<file path="src/rtl/game_flow_ctrl.sv">
// game_flow_ctrl: front-end sequencer for the countdown timer.
//   Debounces the start/pause buttons, runs the game FSM
//   (IDLE / RUN / PAUSED / OVER) and drives the timer's control inputs.
// Ports:
//   CLK, RESET           clock, asynchronous active-high reset
//   btn_start, btn_pause raw asynchronous push-buttons (active-high)
//   player_dead, time_up synchronous level inputs from game logic / timer
//   start_pulse          one-cycle pulse to the timer's Start input
//   pause_pulse          one-cycle pulse to the timer's pause input
//   game_over            high while state is OVER
//   state_o              00 IDLE, 01 RUN, 10 PAUSED, 11 OVER
//   round_cnt            rounds started, wraps modulo 256

// Button debouncer: 2-flop synchroniser, stability counter, rising-edge press.
module game_flow_debounce #(
  parameter int DEB_CYCLES = 1000000,
  parameter int CNT_W      = 20
) (
  input  logic CLK,
  input  logic RESET,
  input  logic btn_raw,
  output logic press
);
  localparam logic [CNT_W-1:0] CNT_LAST = CNT_W'(DEB_CYCLES - 1);

  logic             sync1_q, sync2_q;
  logic             deb_q, deb_d, deb_dly_q;
  logic [CNT_W-1:0] cnt_q, cnt_d;

  // A level change is accepted only after DEB_CYCLES consecutive clocks of
  // disagreement; any return to the accepted level restarts the count.
  always_comb begin
    deb_d = deb_q;
    cnt_d = '0;
    if (sync2_q != deb_q) begin
      if (cnt_q == CNT_LAST) begin
        deb_d = sync2_q;
      end else begin
        cnt_d = cnt_q + CNT_W'(1);
      end
    end
  end

  always_ff @(posedge CLK or posedge RESET) begin
    if (RESET) begin
      sync1_q   <= 1'b0;
      sync2_q   <= 1'b0;
      deb_q     <= 1'b0;
      deb_dly_q <= 1'b0;
      cnt_q     <= '0;
    end else begin
      sync1_q   <= btn_raw;
      sync2_q   <= sync1_q;
      deb_q     <= deb_d;
      deb_dly_q <= deb_q;
      cnt_q     <= cnt_d;
    end
  end

  // Only a 0->1 transition of the debounced level counts as a press.
  assign press = deb_q & ~deb_dly_q;
endmodule

module game_flow_ctrl #(
  parameter int DEB_CYCLES = 1000000,
  parameter int CNT_W      = 20
) (
  input  logic       CLK,
  input  logic       RESET,
  input  logic       btn_start,
  input  logic       btn_pause,
  input  logic       player_dead,
  input  logic       time_up,
  output logic       start_pulse,
  output logic       pause_pulse,
  output logic       game_over,
  output logic [1:0] state_o,
  output logic [7:0] round_cnt
);
  typedef enum logic [1:0] {
    IDLE   = 2'b00,
    RUN    = 2'b01,
    PAUSED = 2'b10,
    OVER   = 2'b11
  } state_t;

  state_t     state_q, state_d;
  logic       start_pulse_q, start_pulse_d;
  logic       pause_pulse_q, pause_pulse_d;
  logic       game_over_q, game_over_d;
  logic [7:0] round_cnt_q, round_cnt_d;
  logic       start_press, pause_press;

  game_flow_debounce #(.DEB_CYCLES(DEB_CYCLES), .CNT_W(CNT_W)) u_deb_start (
    .CLK     (CLK),
    .RESET   (RESET),
    .btn_raw (btn_start),
    .press   (start_press)
  );

  game_flow_debounce #(.DEB_CYCLES(DEB_CYCLES), .CNT_W(CNT_W)) u_deb_pause (
    .CLK     (CLK),
    .RESET   (RESET),
    .btn_raw (btn_pause),
    .press   (pause_press)
  );

  always_comb begin
    state_d       = state_q;
    start_pulse_d = 1'b0;
    pause_pulse_d = 1'b0;
    round_cnt_d   = round_cnt_q;
    case (state_q)
      IDLE: begin
        if (start_press) begin
          state_d       = RUN;
          start_pulse_d = 1'b1;
          round_cnt_d   = round_cnt_q + 8'd1;
        end
      end
      RUN: begin
        // Losing the game outranks a pause request in the same cycle.
        if (time_up || player_dead) begin
          state_d = OVER;
        end else if (pause_press) begin
          state_d       = PAUSED;
          pause_pulse_d = 1'b1;
        end
      end
      PAUSED: begin
        if (time_up || player_dead) begin
          state_d = OVER;
        end else if (start_press || pause_press) begin
          state_d       = RUN;
          start_pulse_d = 1'b1;
        end
      end
      OVER: begin
        // Start pulse here sends the timer back to its init state.
        if (start_press) begin
          state_d       = IDLE;
          start_pulse_d = 1'b1;
        end
      end
      default: state_d = IDLE;
    endcase
    // Registered from the next state so it tracks state_q exactly.
    game_over_d = (state_d == OVER);
  end

  always_ff @(posedge CLK or posedge RESET) begin
    if (RESET) begin
      state_q       <= IDLE;
      start_pulse_q <= 1'b0;
      pause_pulse_q <= 1'b0;
      game_over_q   <= 1'b0;
      round_cnt_q   <= 8'd0;
    end else begin
      state_q       <= state_d;
      start_pulse_q <= start_pulse_d;
      pause_pulse_q <= pause_pulse_d;
      game_over_q   <= game_over_d;
      round_cnt_q   <= round_cnt_d;
    end
  end

  assign start_pulse = start_pulse_q;
  assign pause_pulse = pause_pulse_q;
  assign game_over   = game_over_q;
  assign state_o     = state_q;
  assign round_cnt   = round_cnt_q;
endmodule
</file>
<file path="config.mk">
export PLATFORM = sky130hd
export DESIGN_NAME = game_flow_ctrl
export DESIGN_NICKNAME = d
export VERILOG_FILES = /design/src/rtl/game_flow_ctrl.sv
export SDC_FILE = /design/constraint.sdc
export NUM_CORES = 1
export LEC_CHECK = 0
export CAP_MARGIN = 20
export CORE_UTILIZATION = 59
export CTS_CLUSTER_DIAMETER = 40
export DETAILED_ROUTE_END_ITERATION = 6
export GPL_ROUTABILITY_DRIVEN = 0
export HOLD_SLACK_MARGIN = 0.08
export PLACE_DENSITY = 0.79
export REMOVE_ABC_BUFFERS = 1
export SLEW_MARGIN = 20
export SYNTH_ARGS = -nofsm -noshare
export SYNTH_HDL_FRONTEND = slang
export SYNTH_HIERARCHICAL = 1
export SYNTH_SLANG_ARGS = --single-unit
</file>
<file path="constraint.sdc">
create_clock -name CLK -period 2.29 [get_ports CLK]
set_clock_uncertainty 0.05 [all_clocks]
set_input_delay 0.3435 -clock CLK [delete_from_list [all_inputs] [get_ports CLK]]
set_output_delay 0.3435 -clock CLK [all_outputs]
set_load 0.02 [all_outputs]
</file>
Word-level counts from Yosys, hierarchy flattened
Index checks and enable logic that the tools add are counted.
{ "classes": {"muxes": 18, "add_sub_neg": 3, "bitwise_logic": 4, "n_eq_ne": 8, "n_reduce_logical": 7} }
{ "ops": {"columns": ["op", "count"], "rows": [
  ["20-bit two-way mux", 4],
  ["20-bit by 1-bit adder with 20-bit output, second input constant", 2],
  ["20-bit == test, second input constant", 2],
  ["2-bit two-way mux", 6],
  ["8-bit by 1-bit adder with 8-bit output, second input constant", 1],
  ["2-bit one-hot mux with 4 select lines", 1],
  ["2-bit == test, second input constant", 3],
  ["1-bit two-way mux", 6],
  ["2-bit AND reduction", 3],
  ["1-bit bitwise AND", 2],
  ["2-bit by 1-bit == test with 1-bit output, second input constant", 1],
  ["2-bit logical NOT", 1],
  ["1-bit logical OR", 2],
  ["1-bit inequality test", 2],
  ["1-bit inverter", 2],
  ["1-bit one-hot mux with 2 select lines", 1],
  ["2-bit OR reduction", 1]
]} }
{ "word_totals": {"elab_cells": 55, "reg_bits": 61, "out_inout_bits": 13, "input_bits": 6} }

Longest topological paths before layout
Gate-level depths: netlist of the first run.
{ "depth": {"word_depth": 7, "depth_mapped": 7, "mapped_depth_nobuf": 6} }

By module
Netlist of the first run, hierarchy kept.
{ "modules_own_cells": {"columns": ["mod", "seq_area_each_um2", "area_each_um2", "n_inst", "cells_each"], "rows": [
  ["game_flow_debounce", 600.6, 1143.6, 2, 113],
  ["game_flow_ctrl", 325.3, 675.6, 1, 65]
]} }

Worst setup path after synthesis of the first run
Ideal clock, no wire load.
{ "synth_path": {"path_kind": "register to register", "from": "reg u_deb_pause.cnt_q[12]", "to": "reg u_deb_pause.cnt_q[10]", "n_path_buf": 1, "t_required_ns": 2.121, "synth_period_minus_slack_ns": 2.027, "arrival_ns": 1.858, "setup_ns": 0.119, "slack_ns": 0.263, "path_stages_with_launch": 6, "path_cell_list": "dfrtp_1 > or4_1 > or4_4 > o21ai_4 > buf_6 > nor2_1"} }
{ "synth_between": {"elab_chain_cells": 3} }
{ "synth_rtl": {"columns": ["element", "line", "source"], "rows": [
  ["from (decl)", "28", "logic [CNT_W-1:0] cnt_q, cnt_d;"],
  ["from (signal assigned)", "56", "cnt_q <= cnt_d;"],
  ["20-bit == test", "36", "if (cnt_q == CNT_LAST) begin"],
  ["20-bit two-way mux", "36", null],
  ["20-bit two-way mux", "35", "if (sync2_q != deb_q) begin"],
  ["named net u_deb_pause.cnt_d[10]", "28", null]
]} }
The timed path passes the listed nets, and every way through them passes these cells.
A chain may end at the register's enable or synchronous reset.

Final worst setup path of the first run
{ "layout_path": {"from": "reg u_deb_pause.cnt_q[12]", "to": "reg u_deb_pause.deb_q"} }
{ "layout_between": {"elab_chain_cells": 2} }
{ "layout_rtl": {"columns": ["element", "line", "source"], "rows": [
  ["20-bit == test", "36", null],
  ["2-bit AND reduction (no source line)", null, null],
  ["to (signal assigned)", "48", "deb_q <= 1'b0;"],
  ["to (signal assigned)", "54", "deb_q <= deb_d;"],
  ["to (decl)", "27", "logic deb_q, deb_d, deb_dly_q;"]
]} }
No other way between the ends.

==> flow_summary_export.csv, run 1 <==
group,metric,value,unit
run_status,outcome,"complete, no violations",
logic_synthesis,synth_top_flop_cell,"dfrtp_1",
clock_network,h-tree-depth,3,
sta,relSlewSlack,0.5481,
final_layout,seqCellArea,1526,um^2
final_layout,fill_cells,367,
drt,wl_per_cell,13.78,um
hold_path,hp-start,"u_deb_pause/sync1_q",
sta,max_clock_freq,0.4686,GHz
setup_path,endpoint_kind,"flop",
clock_network,cts_tree,"done",
setup_path,worst_ep_arrival_time,2.30,ns
floorplanning,die_h,72.87,um
clock_network,cts.sinks,61,
logic_synthesis,synth_seq_cells,61,
clock_network,cts_max_path_buffers,2,
setup_path,reg2reg_from,"u_deb_pause/cnt_q[12]",
drt,drtPass1Iterations,4,
floorplanning,die-area,5309,um^2
pwr,leakage,1.461,nW
clock_network,clk_pin_slew_worst_paths,0.06,ns
grt,grt_max_degree,25,
grt,grt_overflow,0,
logic_synthesis,yosys-top-cells-count,"dfrtp_1 (61), nor2_1 (51), xnor2_1 (31)",
setup_path,startpoint,"u_deb_pause/cnt_q[12]",
final_layout,final_layout_size_suffix_gt1_frac,0.1216,
floorplanning,pin_count,19,
setup_path,slowest_stage,"or4_4",
sta,fin_crit_sh,0.9319,
final_layout,area_growth_syn_to_layout,16.85,%
sta,final_hold_viol_count,0,
floorplanning,die_w,72.87,um
logic_synthesis,syn_area,2963,um^2
logic_synthesis,ys_top_cells_by_area,"dfrtp_1 (52%), xnor2_1 (9.2%), nor2_1 (6.5%)",
pwr,max-vdd-ir-drop,0.3551,mV
drt,wl,5457,um
clock_network,postCtsSetupBuffers,0,
grt,grt_pass1_vias,2103,
hold_path,hp-class,"reg -> reg",
clock_network,cts_hold_buf,0,
placement,place_area,3297,um^2
sta,drv_slew,0,
logic_synthesis,avgSynthCellArea,10.18,um^2
setup_path,cp_max_fo,5,
final_layout,multi_input_area,1328,um^2
floorplanning,initial_core_util,0.6191,
logic_synthesis,yosysMostFrequentCell,"dfrtp_1",
setup_path,required,2.46,ns
sta,tightest_slew,0.6716,ns
logic_synthesis,synth_top_area_share,0.5152,
placement,place.port_buffers,18,
logic_synthesis,synth-edff-count,0,
setup_path,critPathKind,"reg -> reg",
setup_path,slowest_delay,0.53,ns
sta,layout_min_cycle_time,2.134,ns
drt,vias,2161,
sta,rsz0062_at_grt,"no",
logic_synthesis,synth_cells,291,
drt,drt_iter0_drc,76,
sta,setup_viol,0,
logic_synthesis,synth_top_area_cell,"dfrtp_1",
drt,drc,0,
floorplanning,core-area,4786,um^2
placement,dp_hpwl,3821,um
final_layout,nNetsFinal,340,
pwr,power.density,576.4,nW/um^2
logic_synthesis,async_reset_ff_frac,1.000,
setup_path,cp-start-kind,"flop",
drt,vias_per_cell,5.457,
grt,grt_pass1_wl,9273,um
clock_network,cts_buffers,9,
logic_synthesis,ys_types,38,
setup_path,cp_cell_sequence,"or4_1 > or4_4 > nor2_1 > mux2_2",
final_layout,antenna_cells,0,
clock_network,clock_latency,0.34,ns
grt,grtUsageTotal,0.2341,
grt,antenna_found_initial,0,
drt,ant_nets,0,
logic_synthesis,yosysSeqAreaShare,0.5152,
sta,fin_tns_setup,0,ns
logic_synthesis,yosysWarnings,6,
clock_network,clockRootBuffer,"clkbuf_8",
floorplanning,rows,25,
job,cap_violations,0,
final_layout,postLayoutCellArea,3462,um^2
clock_network,cts_resized,0,
## cells by family after synthesis
kind of cell | synth area share
AOI/OAI and AO/OA | 0.06335
muxes | 0.01140
DFF | 0.5152
adders and majority gates | 0.03379
xor gates and xnor gates | 0.1153
buffers and inverters | 0.03674
and+or+nand+nor | 0.2242
## registers in the layout (all words and copies together), names as in the netlist, 2 cells and up
name	cells
u_deb_start/cnt_q	20
round_cnt	8
u_deb_pause/cnt_q	20
state_o	2
## report_power, final
part           switching [mW]  internal (mW)  total [mW]  leakage, nW
Sequential             0.0101           1.09        1.10        0.823
Clock                   0.386          0.436       0.822       0.0881
Combinational          0.0456         0.0275      0.0731        0.550
## layer usage
layer | vias to the layer above | global-route usage | wire length [um]
met5 | - | 0 | 0
met4 | 0 | 0.1111 | 73
met3 | 7 | 0.07873 | 230
met2 | 48 | 0.3686 | 2586
met1 | 1042 | 0.2913 | 2568
li1 | 1064 | - | -
## worst paths after layout
check | to | slack (ns) | depth (start not counted)
setup / recovery | u_deb_pause/deb_q | 0.16 | 4
hold / removal | u_deb_pause/sync2_q | 0.30 | 0
setup reg to reg | u_deb_pause/deb_q | 0.16 | 4
hold reg to reg | u_deb_pause/sync2_q | 0.30 | 0
max in group asynchronous | u_deb_pause/cnt_q[6] | 1.29 | 3
min in group asynchronous | u_deb_pause/cnt_q[15] | 0.35 | 2
## stage by stage
stage | power, mW | util | cells | setup WS (ns) | hold WS [ns]
3_3_place_gp | 1.192 | 0.6889 | 382 | 0.2260 | 0.2879
5_1_grt | 2.080 | 0.7234 | 396 | 0.07727 | 0.3085
6_report | 1.995 | 0.7234 | 396 | 0.1559 | 0.3006
3_5_place_dp | 1.194 | 0.6889 | 382 | 0.1657 | 0.2901
4_1_cts | 2.027 | 0.7234 | 396 | 0.1484 | 0.3051
2_1_floorplan | 1.158 | - | 287 | 0.2632 | 0.1705
## layout by cell type (no fill, tap or decap), types with 8 or more instances in the layout
cell type,synthesis,routed
ha_1,8,8
xor2_1,8,8
inv_1,21,21
nor2_1,51,51
clkbuf_8,0,11
nand2_1,14,14
nand3_1,13,13
clkdlybuf4s50_1,0,18
buf_4,0,8
xnor2_1,31,31
nor3_1,8,8
nor4_1,10,10
nand4_1,11,11
dfrtp_1,61,61
## worst max-delay path, delay by kind of cell, from the launching register on
| family | cells | cell delay, ns |
|---|---|---|
| AND/OR/NAND/NOR | 3 | 1.18 |
| flip-flops | 1 | 0.42 |
| multiplexers | 1 | 0.36 |
## final cells by class
type / instances / share of cell area
sequential: 61 / 0.4409
multi-input combinational: 205 / 0.3834
timing repair buffer: 28 / 0.08095
clock buffer: 12 / 0.04481
tap: 67 / 0.02421
inverter: 21 / 0.02277
clock inverter: 2 / 0.002891
Note: power is estimated with default switching activity, not from simulation.
==> inputs of run 2 (changes only) <==
--- a/config.mk
+++ b/config.mk
@@ -18,3 +18,4 @@
 export SYNTH_HDL_FRONTEND = slang
 export SYNTH_HIERARCHICAL = 1
 export SYNTH_SLANG_ARGS = --single-unit
+export TNS_END_PERCENT = 20
==> results of run 2 <==
Same layout as run 1: the final DEF is identical, and so are final timing and power.
==> inputs of run 3 (changes only) <==
--- a/config.mk
+++ b/config.mk
@@ -13,7 +13,6 @@
 export HOLD_SLACK_MARGIN = 0.08
 export PLACE_DENSITY = 0.79
 export REMOVE_ABC_BUFFERS = 1
-export SLEW_MARGIN = 20
 export SYNTH_ARGS = -nofsm -noshare
 export SYNTH_HDL_FRONTEND = slang
 export SYNTH_HIERARCHICAL = 1
==> results of run 3 <==
Same layout as run 1: the final DEF is identical, and so are final timing and power.
